==> src/rtl/digit_scanner.sv <==
// digit_scanner
//   Time-multiplexes an 8-digit hex value onto a common-segment seven-segment
//   display. One digit is shown per scan slot. Input data is held in shadow
//   registers that are refreshed only at frame boundaries, so a frame never
//   mixes old and new digits.
//
//   Optional feature macro: LEADING_ZERO_BLANK_EN
//     defined   : digit i shows only if enabled and some nibble at index >= i
//                 is nonzero (digit 0 needs only its enable)
//     undefined : digit i shows iff its enable bit is set
//
// Ports
//   sysclk      in   1   system clock, rising edge
//   reset       in   1   synchronous active-high reset
//   value       in  32   nibble i is digit i
//   dp          in   8   decimal point per digit
//   digit_en    in   8   per-digit enable, 0 blanks the digit
//   load        in   1   request a shadow update at the next frame edge
//   load_ack    out  1   one-cycle pulse, shadows updated
//   anodes      out  8   one-hot digit select (0 when blanked)
//   segments    out  8   bit0=a .. bit6=g, bit7=dp
//   frame_start out  1   one-cycle pulse as digit 0's slot begins
module digit_scanner #(
   parameter int NUM_DIGITS = 8,
   parameter int SCAN_DIV   = 100000
) (
   input  logic        sysclk,
   input  logic        reset,
   input  logic [31:0] value,
   input  logic [7:0]  dp,
   input  logic [7:0]  digit_en,
   input  logic        load,
   output logic        load_ack,
   output logic [7:0]  anodes,
   output logic [7:0]  segments,
   output logic        frame_start
);

   localparam int              DIV_W    = $clog2(SCAN_DIV);
   localparam logic [DIV_W-1:0] DIV_LAST = DIV_W'(SCAN_DIV - 1);
   localparam logic [2:0]      IDX_LAST = 3'(NUM_DIGITS - 1);

   // Seven-segment pattern, gfedcba
   function automatic logic [6:0] hex7(input logic [3:0] nib);
      logic [6:0] pat;
      case (nib)
         4'h0:    pat = 7'h3F;
         4'h1:    pat = 7'h06;
         4'h2:    pat = 7'h5B;
         4'h3:    pat = 7'h4F;
         4'h4:    pat = 7'h66;
         4'h5:    pat = 7'h6D;
         4'h6:    pat = 7'h7D;
         4'h7:    pat = 7'h07;
         4'h8:    pat = 7'h7F;
         4'h9:    pat = 7'h6F;
         4'hA:    pat = 7'h77;
         4'hB:    pat = 7'h7C;
         4'hC:    pat = 7'h39;
         4'hD:    pat = 7'h5E;
         4'hE:    pat = 7'h79;
         4'hF:    pat = 7'h71;
         default: pat = 7'h00;
      endcase
      return pat;
   endfunction

   logic [DIV_W-1:0] div_cnt_r;
   logic [2:0]       idx_r;
   logic             pending_r;
   logic [31:0]      value_sh_r;
   logic [7:0]       dp_sh_r;
   logic [7:0]       en_sh_r;
   logic             load_ack_r;
   logic             frame_start_r;
   logic [7:0]       anodes_r;
   logic [7:0]       segments_r;

   logic             slot_edge_s;
   logic             frame_edge_s;
   logic             capture_s;
   logic [3:0]       nibble_s;
   logic             show_s;
   logic [7:0]       anodes_nxt_s;
   logic [7:0]       segments_nxt_s;

   // Slot/frame edge decode and capture decision
   always_comb begin
      slot_edge_s  = (div_cnt_r == DIV_LAST);
      frame_edge_s = slot_edge_s && (idx_r == IDX_LAST);
      // a load arriving on the frame edge itself is captured immediately
      capture_s    = frame_edge_s && (pending_r || load);
      nibble_s     = value_sh_r[{idx_r, 2'b00} +: 4];
   end

`ifdef LEADING_ZERO_BLANK_EN
   logic [7:0] nz_above_s;
   logic       nz_acc_s;

   // nz_above_s[i]: some nibble at index >= i is nonzero
   always_comb begin
      nz_above_s = 8'h00;
      nz_acc_s   = 1'b0;
      for (int i = 7; i >= 0; i--) begin
         nz_acc_s      = nz_acc_s | (value_sh_r[4*i +: 4] != 4'h0);
         nz_above_s[i] = nz_acc_s;
      end
   end

   // Digit visibility with leading-zero suppression (digit 0 exempt)
   always_comb begin
      show_s = en_sh_r[idx_r] && ((idx_r == 3'd0) || nz_above_s[idx_r]);
   end
`else
   // Digit visibility from the enable mask alone
   always_comb begin
      show_s = en_sh_r[idx_r];
   end
`endif

   // Next output pattern for the current slot
   always_comb begin
      anodes_nxt_s   = 8'h00;
      segments_nxt_s = 8'h00;
      if (show_s) begin
         anodes_nxt_s   = 8'h01 << idx_r;
         segments_nxt_s = {dp_sh_r[idx_r], hex7(nibble_s)};
      end else begin
         anodes_nxt_s   = 8'h00;
         segments_nxt_s = 8'h00;
      end
   end

   // Slot divider and digit index
   always_ff @(posedge sysclk) begin
      if (reset) begin
         div_cnt_r <= '0;
         idx_r     <= 3'd0;
      end else if (slot_edge_s) begin
         div_cnt_r <= '0;
         if (idx_r == IDX_LAST) begin
            idx_r <= 3'd0;
         end else begin
            idx_r <= idx_r + 3'd1;
         end
      end else begin
         div_cnt_r <= div_cnt_r + 1'b1;
      end
   end

   // Load handshake and shadow registers
   always_ff @(posedge sysclk) begin
      if (reset) begin
         pending_r     <= 1'b0;
         value_sh_r    <= 32'h0000_0000;
         dp_sh_r       <= 8'h00;
         en_sh_r       <= 8'h00;
         load_ack_r    <= 1'b0;
         frame_start_r <= 1'b0;
      end else begin
         load_ack_r    <= capture_s;
         frame_start_r <= frame_edge_s;
         if (capture_s) begin
            pending_r  <= 1'b0;
            value_sh_r <= value;
            dp_sh_r    <= dp;
            en_sh_r    <= digit_en;
         end else if (load) begin
            pending_r  <= 1'b1;
         end
      end
   end

   // Registered display outputs, one cycle behind idx/shadows
   always_ff @(posedge sysclk) begin
      if (reset) begin
         anodes_r   <= 8'h00;
         segments_r <= 8'h00;
      end else begin
         anodes_r   <= anodes_nxt_s;
         segments_r <= segments_nxt_s;
      end
   end

   assign load_ack    = load_ack_r;
   assign frame_start = frame_start_r;
   assign anodes      = anodes_r;
   assign segments    = segments_r;

endmodule

==> config.mk <==
export PLATFORM = sky130hd
export DESIGN_NAME = digit_scanner
export DESIGN_NICKNAME = d
export VERILOG_FILES = /design/src/rtl/digit_scanner.sv
export SDC_FILE = /design/constraint.sdc
export NUM_CORES = 1
export LEC_CHECK = 0
export BUFFER_PORTS_ARGS = -buffer_cell sky130_fd_sc_hd__buf_2
export CAP_MARGIN = 40
export CORE_MARGIN = 5
export CORE_UTILIZATION = 45
export CTS_CLUSTER_DIAMETER = 80
export DETAILED_ROUTE_END_ITERATION = 6
export PLACE_DENSITY = 0.68
export SYNTH_ARGS = -nofsm -noshare
export SYNTH_HDL_FRONTEND = slang
export SYNTH_SLANG_ARGS = --single-unit
==> constraint.sdc <==
create_clock -name sysclk -period 3.06 [get_ports sysclk]
set_input_delay 0.153 -clock sysclk [delete_from_list [all_inputs] [get_ports sysclk]]
set_output_delay 0.153 -clock sysclk [all_outputs]
set_load 0.02 [all_outputs]
# --- Yosys cells after proc, flatten, opt, wreduce, memory -nomap -nowiden ---
# Memory sizes are Yosys's and may differ from the RTL's. A register that Yosys moved wholly into a read port is not among the register bits.
# Cells that the tools add are included.
totals:
  reg_bits: 87
  wordCells: 30
  output_inout_bits: 18
  n_memories: 1
  inputBits: 51
  romBits: 112
memory_table:
  columns: ["memory", "depth", "width", "rd", "rd_ports_with_merged_regs", "wr", "line_no", "rtl"]
  rows:
  - ["(no name shown)", 16, 7, 1, 1, 0, "46", "case (nib)"]
classes:
  muxes: 5
  order_cmp: 1
  eq_ne: 2
  shift: 2
  add_sub_neg: 2
  n_reduce_logical: 6
  bitwise: 1
op_table:
  columns: ["op", "n"]
  rows:
  - ["$shiftx A32 B6 Y4", 1]
  - ["$add A17 B1 Y17 const B", 1]
  - ["$eq A17 B17 Y1 const B", 1]
  - ["$shl A1 B3 Y8 const A", 1]
  - ["$bmux W1 S3", 2]
  - ["$reduce_or A2 Y1", 3]
  - ["$lt A3 B4 Y1 const B", 1]
  - ["$add A3 B1 Y3 const B", 1]
  - ["$eq A3 B3 Y1 const B", 1]
  - ["$mux W3", 1]
  - ["$logic_and A1 B1 Y1", 2]
  - ["$mux W1", 2]
  - ["$logic_or A1 B1 Y1", 1]
  - ["$not A1 Y1", 1]

# --- Longest topological paths before layout ---
# Gate-level depths: netlist of the first run.
logic_depth:
  ltp_word: 4
  mapped_depth: 10
  mapped_depth_nobuf: 8

# --- Least setup slack after synthesis of the first run ---
# No wires, ideal clock.
synth_timing:
  path_kind: "reg-to-reg"
  startpoint: "register idx_r[0]"
  endpoint: "register segments_r[5], in the netlist segments[5]"
  required_time_ns: 2.965
  t_arrival_ns: 2.510
  n_path_buf: 2
  setup_time_ns: 0.095
  path_slack_ns: 0.455
  synth_period_minus_slack_ns: 2.605
  stages_incl_launch_ff: 11
  path_cell_list: "dfxtp_1 -> buf_4 -> buf_2 -> mux4_2 -> mux2i_1 -> inv_1 -> ha_1 -> inv_1 -> nor3_1 -> o21bai_1 -> a221oi_1"
synth_via:
  elab_chain_len: 4
  word_cells_on_any_way: 5
  cone_classes: "1 x shift; 2 x mux; 1 x bitwise; 1 x reduce/logical"
synth_lines:
  columns: ["item", "line_no", "rtl"]
  rows:
  - ["start, declared", "69", "logic [2:0] idx_r;"]
  - ["start signal, assigned", "144", "idx_r <= idx_r + 3'd1;"]
  - ["parallel branches: the longest is 4 deep, another holds $shiftx A32 B6 Y4", null, null]
  - ["end, declared", "77", "logic [7:0] segments_r;"]
# Several ways; the timed one is not identified. The select of a mux whose other input is x is not followed.
# A chain may end at the register's enable or synchronous reset.

# --- Worst setup path after layout of the first run ---
# Same ends and word-level chain as after synthesis.

==> results.sh, run 1 <==
export IMPL_gp_congestion=0.841
export IMPL_finalClockSkew_ns=0.00579
export IMPL_finalHoldViolations=0
export IMPL_syn_area_per_cell_um2=10.4
export IMPL_grt_max_degree=38
export IMPL_grt_pass1_wl_mm=12.2
export IMPL_min_period_over_period_pct=83.1
export IMPL_dp_slack_ns=0.498
export IMPL_diodes=0
export IMPL_wire_per_inst_um=13.7
export IMPL_synth_cells=361
export IMPL_fin_util_pct=53.9
export IMPL_min_period_ns=2.54
export IMPL_most_common_layout_cells="dfxtp_1 (87), nor2_1 (75), buf_2 (68)"
export IMPL_firstDrtPassIters=4
export IMPL_htreeDepth=3
export IMPL_cpMaxStageDelayCell="mux4_2"
export IMPL_cts_buffers=9
export IMPL_die_area_um2=10300
export IMPL_p_sw_uw=433
export IMPL_post_cts_buffers=0
export IMPL_maxCapViolCount=0
export IMPL_final_common_cell="dfxtp_1"
export IMPL_cts_root_buf="clkbuf_8"
export IMPL_clock_latency_ns=0.35
export IMPL_path_depth=10
export IMPL_peakVddDrop_mv=0.193
export IMPL_grt_overflow=0
export IMPL_yosys_warnings=0
export IMPL_yosys_area_top_type_share_pct=46.4
export IMPL_nFillCells=741
export IMPL_synth_distinct_cells=45
export IMPL_reg2reg_depth=10
export IMPL_synthFlopType="dfxtp_1"
export IMPL_end_kind="flip-flop"
export IMPL_setup_ws_ns=0.519
export IMPL_criticalPathCategory="reg2reg"
export IMPL_fp_dieH_um=101
export IMPL_power_internal_uw=1610
export IMPL_grt_pass1_vias=2558
export IMPL_fin_tns_setup_ns=0
export IMPL_async_flop_share_pct=0
export IMPL_pwr_share_seq_pct=55.7
export IMPL_tightestPinTransition_ns=0.586
export IMPL_required_ns=3.32
export IMPL_grt_usage_pct=15.1
export IMPL_max_stage_delay_ns=0.52
export IMPL_path_cells="buf_4 > mux4_2 > mux2i_1 > buf_4 > inv_1 > ha_1 > inv_1 > nor3_1 > o21bai_1 > a221oi_1"
export IMPL_drc=0
export IMPL_setup_worst_path_start="idx_r[0]"
export IMPL_maxSlewHeadroom_pct=61.0
export IMPL_core_area_um2=8180
export IMPL_clock_sinks=87
export IMPL_via_per_inst=4.97
export IMPL_ctsHoldBuffers=0
export IMPL_finalMaxSlewViolations=0
export IMPL_reg2reg_from="idx_r[0]"
export IMPL_io_pins=69
export IMPL_start_kind="flip-flop"
export IMPL_syn_nets=425
export IMPL_tritoncts="done"
export IMPL_power_leakage_uw=0.00175
export IMPL_reg2reg_setup_slack_ns=0.52
export IMPL_cp_max_fo=9
export IMPL_die_w_um=101
export IMPL_r2r_end="segments[5]"
export IMPL_routed_wl_mm=7.42
export IMPL_powerDensity_nw_per_um2=463
export IMPL_cp_arrival_ns=2.80
export IMPL_swShare_pct=21.2
export IMPL_cts_resized=0
export IMPL_drtIter0Drc=48
export IMPL_netlist_area_um2=3750
export IMPL_synth_top_cell_by_area="dfxtp_1"
export IMPL_ant_nets=0
export IMPL_max_freq_ghz=0.393
export IMPL_dpl_hpwl_mm=5.47
export IMPL_rows=33
export IMPL_synth_edf_count=0
export IMPL_ys_seq_area_share_pct=46.4
export IMPL_cts_buffer_depth=2
export IMPL_portBuffers=68
export IMPL_clockPowerShare_pct=41.3
export IMPL_power_frac_comb_pct=3.0
export IMPL_ys_ff_latch=87
export IMPL_vias=2686
export IMPL_crit_buf_inv=4
export IMPL_path_delay_family="multiplexers"
export IMPL_final_nets=494
export IMPL_clk_pin_slew_ns=0.08
export IMPL_start_util_pct=45.9
export IMPL_setup_viol=0
export IMPL_endpoint="segments[5]"
export IMPL_rsz0062_at_grt="false"
export IMPL_run_status="completed"
export IMPL_min_path_type="in2reg"
export IMPL_syn2layout_area_growth_pct=17.5
export IMPL_synthTopCellsByArea="dfxtp_1 (46%), mux2i_1 (14%), nor2_1 (7.5%)"
export IMPL_drive_gt1_share_pct=25.3
export IMPL_antenna_found_initial=0
metal layers:
metal | vias to the layer above | global-route usage, % | routed length (µm)
met5 | - | 0 | 0
met4 | 0 | 6.75 | 125
met1 | 1236 | 20.6 | 3590
li1 | 1384 | - | -
met3 | 10 | 3.79 | 397
met2 | 56 | 22.6 | 3300
power by group through the flow:
stage | clock [µW] | sequential [µW] | combinational [µW]
2_1_floorplan | 0 | 1160 | 21.8
3_3_place_gp | 0 | 1170 | 61.2
3_5_place_dp | 0 | 1170 | 61.7
4_1_cts | 873 | 1140 | 61.7
5_1_grt | 914 | 1140 | 67.6
6_report | 844 | 1140 | 60.7
registers in the layout, indices dropped and copies added, names as in the netlist:
name	flops
anodes	8
div_cnt_r	17
dp_sh_r	8
en_sh_r	8
frame_start	1
idx_r	3
load_ack	1
pending_r	1
segments	8
value_sh_r	32
synthesized netlist by cell type (2+ instances only):
master / count
buf_6: 3
and3_1: 5
nor3_1: 4
xnor2_1: 7
nand4_1: 4
nand2b_1: 2
clkbuf_1: 7
nor3b_1: 2
inv_1: 7
o21ai_0: 5
ha_1: 13
a21o_1: 2
mux2i_1: 54
mux2_2: 2
a21oi_1: 5
nand3_1: 5
nand2_1: 11
a22o_1: 2
a221oi_1: 4
or2_2: 2
dfxtp_1: 87
buf_4: 3
and2_1: 8
xor2_1: 8
nor2_1: 75
buf_2: 6
mux4_2: 10
per-stage QoR:
stage | hold WS [ns] | power, µW | instance area [µm²] | instances
CTS | 0.0189 | 2070 | 4410 | 540
detailed placement | 0.394 | 1230 | 4190 | 524
finish | 0.0328 | 2040 | 4410 | 540
floorplan | 0.300 | 1190 | 3750 | 361
global placement | 0.386 | 1230 | 4190 | 524
global route | 0.0213 | 2120 | 4410 | 540
tightest hold or removal path, delay by kind of cell:
kind                   cells  cell delay (ns)
buffers and inverters      1             0.07
muxes                      1             0.05
and+or+nand+nor            1             0.07
worst min path at each step:
stage                          from              to  slack, ns  cells past startpoint
final                     value[31]  value_sh_r[31]       0.03                      3
after global placement     value[4]   value_sh_r[4]       0.39                      3
after CTS                 value[31]  value_sh_r[31]       0.02                      3
after global routing      value[17]  value_sh_r[17]       0.02                      3
after detailed placement  value[25]  value_sh_r[25]       0.39                      3
after floorplan           value[22]  value_sh_r[22]       0.30                      2
final cells by class:
| class | instances | area [µm²] | share of cell area (%) |
|---|---|---|---|
| multi-input combinational | 248 | 1870 | 42.5 |
| sequential | 87 | 1740 | 39.5 |
| timing repair buffer | 77 | 420 | 9.53 |
| clock buffer | 12 | 165 | 3.74 |
| tap | 105 | 131 | 2.98 |
| clock inverter | 4 | 51.3 | 1.16 |
| inverter | 7 | 26.3 | 0.596 |
cells by family after synthesis:
group / Yosys count / synth area share [%]
DFF: 87 / 46.4
xor gates and xnor gates: 15 / 3.50
muxes: 66 / 21.0
AOI/OAI and AO/OA: 27 / 5.00
and+or+nand+nor: 127 / 16.1
adders and majority gates: 13 / 4.33
buffers and inverters: 26 / 3.70
Power figures use the tool's default switching activity.
==> inputs of run 2 (changes only) <==
- clock period: 3.06 -> 2.63 ns (I/O delays scaled with it)
==> run 2 against run 1 <==
Compared with the run above:
- maximum frequency rose by 9.9%
- sequential power is 16% higher
- critical endpoint unchanged
- non-clock buffer count increased by 8
- setup slack got worse by 0.20 ns
- critical path depth is 1 lower
- worst hold slack worse by 0.021 ns
- sequential cell count stayed put
- global-route usage rose by 0.24 points
- highest routed layer unchanged
- clock skew grew 0.0080 ns
- register-to-register slack lost 0.20 ns
==> results.sh, run 2 (synthesis results as in run 1) <==
export IMPL_run_status="completed"
export IMPL_clock_sinks=87
export IMPL_hold_start="value[23]"
export IMPL_hold_ws_ns=0.0118
export IMPL_finalHoldViolations=0
export IMPL_die_area_um2=10300
export IMPL_crit_top_cell="inv_1"
export IMPL_most_common_layout_cells="dfxtp_1 (87), nor2_1 (75), buf_2 (68)"
export IMPL_grt_overflow=0
export IMPL_fp_dieH_um=101
export IMPL_min_path_type="in2reg"
export IMPL_min_period_over_period_pct=88.0
export IMPL_top_register="value_sh_r"
export IMPL_top_regs="value_sh_r x32, div_cnt_r x17"
export IMPL_max_freq_ghz=0.432
export IMPL_wire_per_inst_um=14.3
export IMPL_cts_buffer_depth=2
export IMPL_maxSlewHeadroom_pct=57.8
export IMPL_gp_congestion=0.793
export IMPL_required_ns=2.90
export IMPL_nFillCells=752
export IMPL_start_kind="flip-flop"
export IMPL_clock_latency_ns=0.36
export IMPL_drive_gt1_share_pct=25.1
export IMPL_rows=33
export IMPL_final_nets=502
export IMPL_end_kind="flip-flop"
export IMPL_reg2reg_from="idx_r[0]"
export IMPL_p_sw_uw=511
export IMPL_maxCapViolCount=0
export IMPL_finalMaxSlewViolations=0
export IMPL_r2r_end="segments[5]"
export IMPL_start_util_pct=45.9
export IMPL_rsz0062_at_grt="false"
export IMPL_crit_buf_inv=3
export IMPL_largest_register_ffs=32
export IMPL_reg2reg_setup_slack_ns=0.32
export IMPL_power_internal_uw=1800
export IMPL_htreeDepth=3
export IMPL_pwr_share_seq_pct=57.4
export IMPL_tightestPinTransition_ns=0.633
export IMPL_cts_buffers=9
export IMPL_firstDrtPassIters=5
export IMPL_power_leakage_uw=0.00177
export IMPL_die_w_um=101
export IMPL_setup_viol=0
export IMPL_drtIter0Drc=92
export IMPL_path_cells="buf_4 > mux4_2 > mux2i_1 > inv_1 > ha_1 > inv_1 > nor3_1 > o21bai_1 > a221oi_1"
export IMPL_min_to="value_sh_r[23]"
export IMPL_tritoncts="done"
export IMPL_routed_wl_mm=7.82
export IMPL_grt_pass1_wl_mm=12.3
export IMPL_grt_max_degree=38
export IMPL_max_stage_delay_ns=0.51
export IMPL_power_frac_comb_pct=3.4
export IMPL_finalClockSkew_ns=0.0138
export IMPL_grt_pass1_vias=2622
export IMPL_cts_resized=0
export IMPL_powerDensity_nw_per_um2=518
export IMPL_syn2layout_area_growth_pct=18.7
export IMPL_peakVddDrop_mv=0.420
export IMPL_antenna_found_initial=0
export IMPL_via_per_inst=5.04
export IMPL_vias=2762
export IMPL_path_delay_family="multiplexers"
export IMPL_cpMaxStageDelayCell="mux4_2"
export IMPL_dpl_hpwl_mm=5.76
export IMPL_cts_root_buf="clkbuf_8"
export IMPL_min_path_cells=3
export IMPL_diodes=0
export IMPL_clk_pin_slew_ns=0.09
export IMPL_reg2reg_depth=9
export IMPL_drc=0
export IMPL_io_pins=69
export IMPL_core_area_um2=8180
export IMPL_swShare_pct=22.1
export IMPL_cp_max_fo=11
export IMPL_grt_usage_pct=15.3
export IMPL_clockPowerShare_pct=39.2
export IMPL_final_common_cell="dfxtp_1"
export IMPL_portBuffers=68
export IMPL_min_period_ns=2.31
export IMPL_ant_nets=0
export IMPL_cp_arrival_ns=2.58
export IMPL_criticalPathCategory="reg2reg"
export IMPL_fin_tns_setup_ns=0
[run 2: worst max-delay path by stage]
stage             start     endpoint  slack (ns)  depth (start not counted)
6_report       idx_r[0]  segments[5]        0.32                          9
5_1_grt        idx_r[0]  segments[5]        0.15                          9
4_1_cts        idx_r[1]  segments[5]        0.29                          8
3_5_place_dp   idx_r[1]  segments[5]        0.33                          8
3_3_place_gp   idx_r[1]   en_sh_r[5]        0.44                          7
2_1_floorplan  idx_r[0]  segments[5]        0.02                         10
[run 2: routing by layer]
metal	vias to the layer above	wire length, µm	track usage (%)
met5	-	0	0
met2	48	3720	24.8
met4	0	67	5.52
met3	7	406	4.13
met1	1304	3620	19.7
li1	1403	-	-
[run 2: final cells by class]
cell class | count | area, µm² | area share, %
Multi-Input combinational cell | 248 | 1870 | 42.0
Sequential cell | 87 | 1740 | 39.1
Timing Repair Buffer | 85 | 495 | 11.1
Tap cell | 105 | 131 | 2.95
Clock buffer | 10 | 128 | 2.86
Clock inverter | 6 | 61.3 | 1.38
Inverter | 7 | 26.3 | 0.589
[run 2: power groups by stage]
stage / Sequential (µW) / Clock (µW) / Combinational, µW
after detailed placement: 1360 / 0 / 71.2
after global placement: 1360 / 0 / 71.4
after CTS: 1320 / 932 / 76.9
final: 1320 / 905 / 77.4
after floorplan: 1360 / 0 / 25.3
after global routing: 1330 / 984 / 85.0
[run 2: repair_timing]
action,CTS,global route
setup buffers,0,0
hold endpoints to repair,5,1
hold buffers,5,1
[run 2: metrics by stage]
| stage | power, µW | utilization [%] | area (µm²) | instances | worst slack (ns) |
|---|---|---|---|---|---|
| finish | 2310 | 54.5 | 4460 | 548 | 0.316 |
| global placement | 1430 | 51.5 | 4210 | 526 | 0.436 |
| detailed placement | 1430 | 51.5 | 4210 | 526 | 0.326 |
| CTS | 2330 | 54.4 | 4450 | 547 | 0.289 |
| global route | 2400 | 54.5 | 4460 | 548 | 0.149 |
| floorplan | 1380 | - | 3750 | 361 | 0.0250 |
[run 2: worst register-to-register path, stage by stage (launching register included)]
cell	delay, ns
dfxtp_1	0.34
buf_4	0.22
mux4_2	0.52
mux2i_1	0.18
inv_1	0.12
ha_1	0.24
inv_1	0.08
nor3_1	0.08
o21bai_1	0.19
a221oi_1	0.28
==> inputs of run 3 (changes only) <==
- CORE_MARGIN: 5 -> 1
==> run 3 against run 2 <==
Compared with the run above:
- combinational power shrank 3.0%
- register-to-register slack gained 0.02 ns
- cell count shrank 1.1%
- clock power grew 6.5%
- critical endpoint unchanged
- critical path type unchanged
- global-route usage grew 2.3 points
- power grew 2.4%
==> results.sh, run 3 (synthesis results as in run 1) <==
export IMPL_min_path_type="in2reg"
export IMPL_maxSlewHeadroom_pct=59.3
export IMPL_crit_top_cell="inv_1"
export IMPL_end_kind="flip-flop"
export IMPL_cp_max_fo=11
export IMPL_via_per_inst=4.98
export IMPL_drive_gt1_share_pct=24.8
export IMPL_grt_pass1_vias=2498
export IMPL_cts_buffers=9
export IMPL_die_area_um2=8710
export IMPL_crit_buf_inv=3
export IMPL_start_util_pct=47.6
export IMPL_min_period_ns=2.29
export IMPL_criticalPathCategory="reg2reg"
export IMPL_firstDrtPassIters=4
export IMPL_finalMaxSlewViolations=0
export IMPL_drtIter0Drc=144
export IMPL_post_cts_buffers=0
export IMPL_path_cells="buf_4 > mux4_2 > mux2i_1 > inv_1 > ha_1 > inv_1 > nor3_1 > o21bai_1 > a221oi_1"
export IMPL_powerDensity_nw_per_um2=531
export IMPL_grt_overflow=0
export IMPL_power_leakage_uw=0.00177
export IMPL_maxCapViolCount=0
export IMPL_syn2layout_area_growth_pct=18.5
export IMPL_diodes=0
export IMPL_min_period_over_period_pct=87.2
export IMPL_tritoncts="done"
export IMPL_cts_root_buf="clkbuf_8"
export IMPL_required_ns=2.88
export IMPL_finalHoldViolations=0
export IMPL_start_kind="flip-flop"
export IMPL_cpMaxStageDelayCell="mux4_2"
export IMPL_drc=0
export IMPL_grt_pass1_wl_mm=11.8
export IMPL_largest_register_ffs=32
export IMPL_top_regs="value_sh_r x32, div_cnt_r x17"
export IMPL_clock_sinks=87
export IMPL_io_pins=69
export IMPL_final_nets=499
export IMPL_dpl_hpwl_mm=5.29
export IMPL_grt_max_degree=40
export IMPL_die_w_um=93.3
export IMPL_cts_resized=0
export IMPL_tightestPinTransition_ns=0.610
export IMPL_most_common_layout_cells="dfxtp_1 (87), nor2_1 (75), buf_2 (68)"
export IMPL_rows=32
export IMPL_gp_congestion=0.827
export IMPL_antenna_found_initial=0
export IMPL_wire_per_inst_um=13.3
export IMPL_max_stage_delay_ns=0.52
export IMPL_setup_viol=0
export IMPL_cts_buffer_depth=2
export IMPL_fp_dieH_um=93.3
export IMPL_grt_usage_pct=17.6
export IMPL_finalPower_uw=2360
export IMPL_ant_nets=0
export IMPL_clk_pin_slew_ns=0.08
export IMPL_cp_arrival_ns=2.55
export IMPL_core_area_um2=7890
export IMPL_dp_slack_ns=0.341
export IMPL_rsz0062_at_grt="false"
export IMPL_setup_ws_ns=0.336
export IMPL_top_register="value_sh_r"
export IMPL_path_delay_family="multiplexers"
export IMPL_vias=2700
export IMPL_clock_latency_ns=0.35
export IMPL_nFillCells=692
export IMPL_htreeDepth=3
export IMPL_finalClockSkew_ns=0.00905
export IMPL_run_status="completed"
export IMPL_portBuffers=68
export IMPL_routed_wl_mm=7.22
export IMPL_peakVddDrop_mv=0.292
export IMPL_fin_util_pct=56.4
export IMPL_fin_tns_setup_ns=0
export IMPL_max_freq_ghz=0.436
export IMPL_final_common_cell="dfxtp_1"
## run 3: changes by cell type in the layout (fill, tap and decap cells not counted)
cell	change
buf_4	-2
clkbuf_8	+3
clkinv_2	-1
clkinv_4	-1
clkinvlp_4	-1
dlygate4sd3_1	-1
## run 3: cell type report
type / count / area (µm²) / area share (%)
Sequential cell: 87 / 1740 / 39.1
Clock inverter: 3 / 40.0 / 0.900
Timing Repair Buffer: 82 / 470 / 10.6
Inverter: 7 / 26.3 / 0.591
Tap cell: 102 / 128 / 2.87
Clock buffer: 13 / 169 / 3.80
Multi-Input combinational cell: 248 / 1870 / 42.1
## run 3: worst paths after layout
check	to	depth (start not counted)	slack, ns	startpoint
worst min register to register	div_cnt_r[0]	1	0.47	div_cnt_r[0]
worst min-delay path	value_sh_r[0]	3	0.02	value[0]
worst max-delay path	segments[5]	9	0.34	idx_r[0]
worst max register to register	segments[5]	9	0.34	idx_r[0]
## run 3: metrics by stage
stage	instances	hold slack (ns)	area, µm²
global placement	521	0.367	4190
global route	542	0.00991	4450
CTS	542	0.000149	4450
finish	542	0.0194	4450
detailed placement	521	0.373	4190
floorplan	361	0.278	3750
## run 3: where the power goes
part           total (µW)  switching, µW  internal (µW)
Sequential           1320           3.90           1320
Clock                 964            449            515
Combinational        75.1           36.7           38.5
## run 3: metal layers
metal	part of all wire (%)	wire length [µm]	global-route usage, %	vias to the layer above
met5	0	0	0	-
met4	0.83	60	6.54	0
met3	4.1	298	4.07	8
met2	46	3350	28.0	56
met1	49	3510	23.3	1245
li1	-	-	-	1391
## run 3: repair_timing
item	4_1_cts	5_1_grt
setup endpoints to repair	0	0
endpoints found under the hold margin	5	0
hold buffers	5	0
## run 3: worst register-to-register path: stages, from the launching register on
cell and delay [ns]:
dfxtp_1 0.34, buf_4 0.22, mux4_2 0.52, mux2i_1 0.18
inv_1 0.11, ha_1 0.22, inv_1 0.08, nor3_1 0.07
o21bai_1 0.18, a221oi_1 0.29
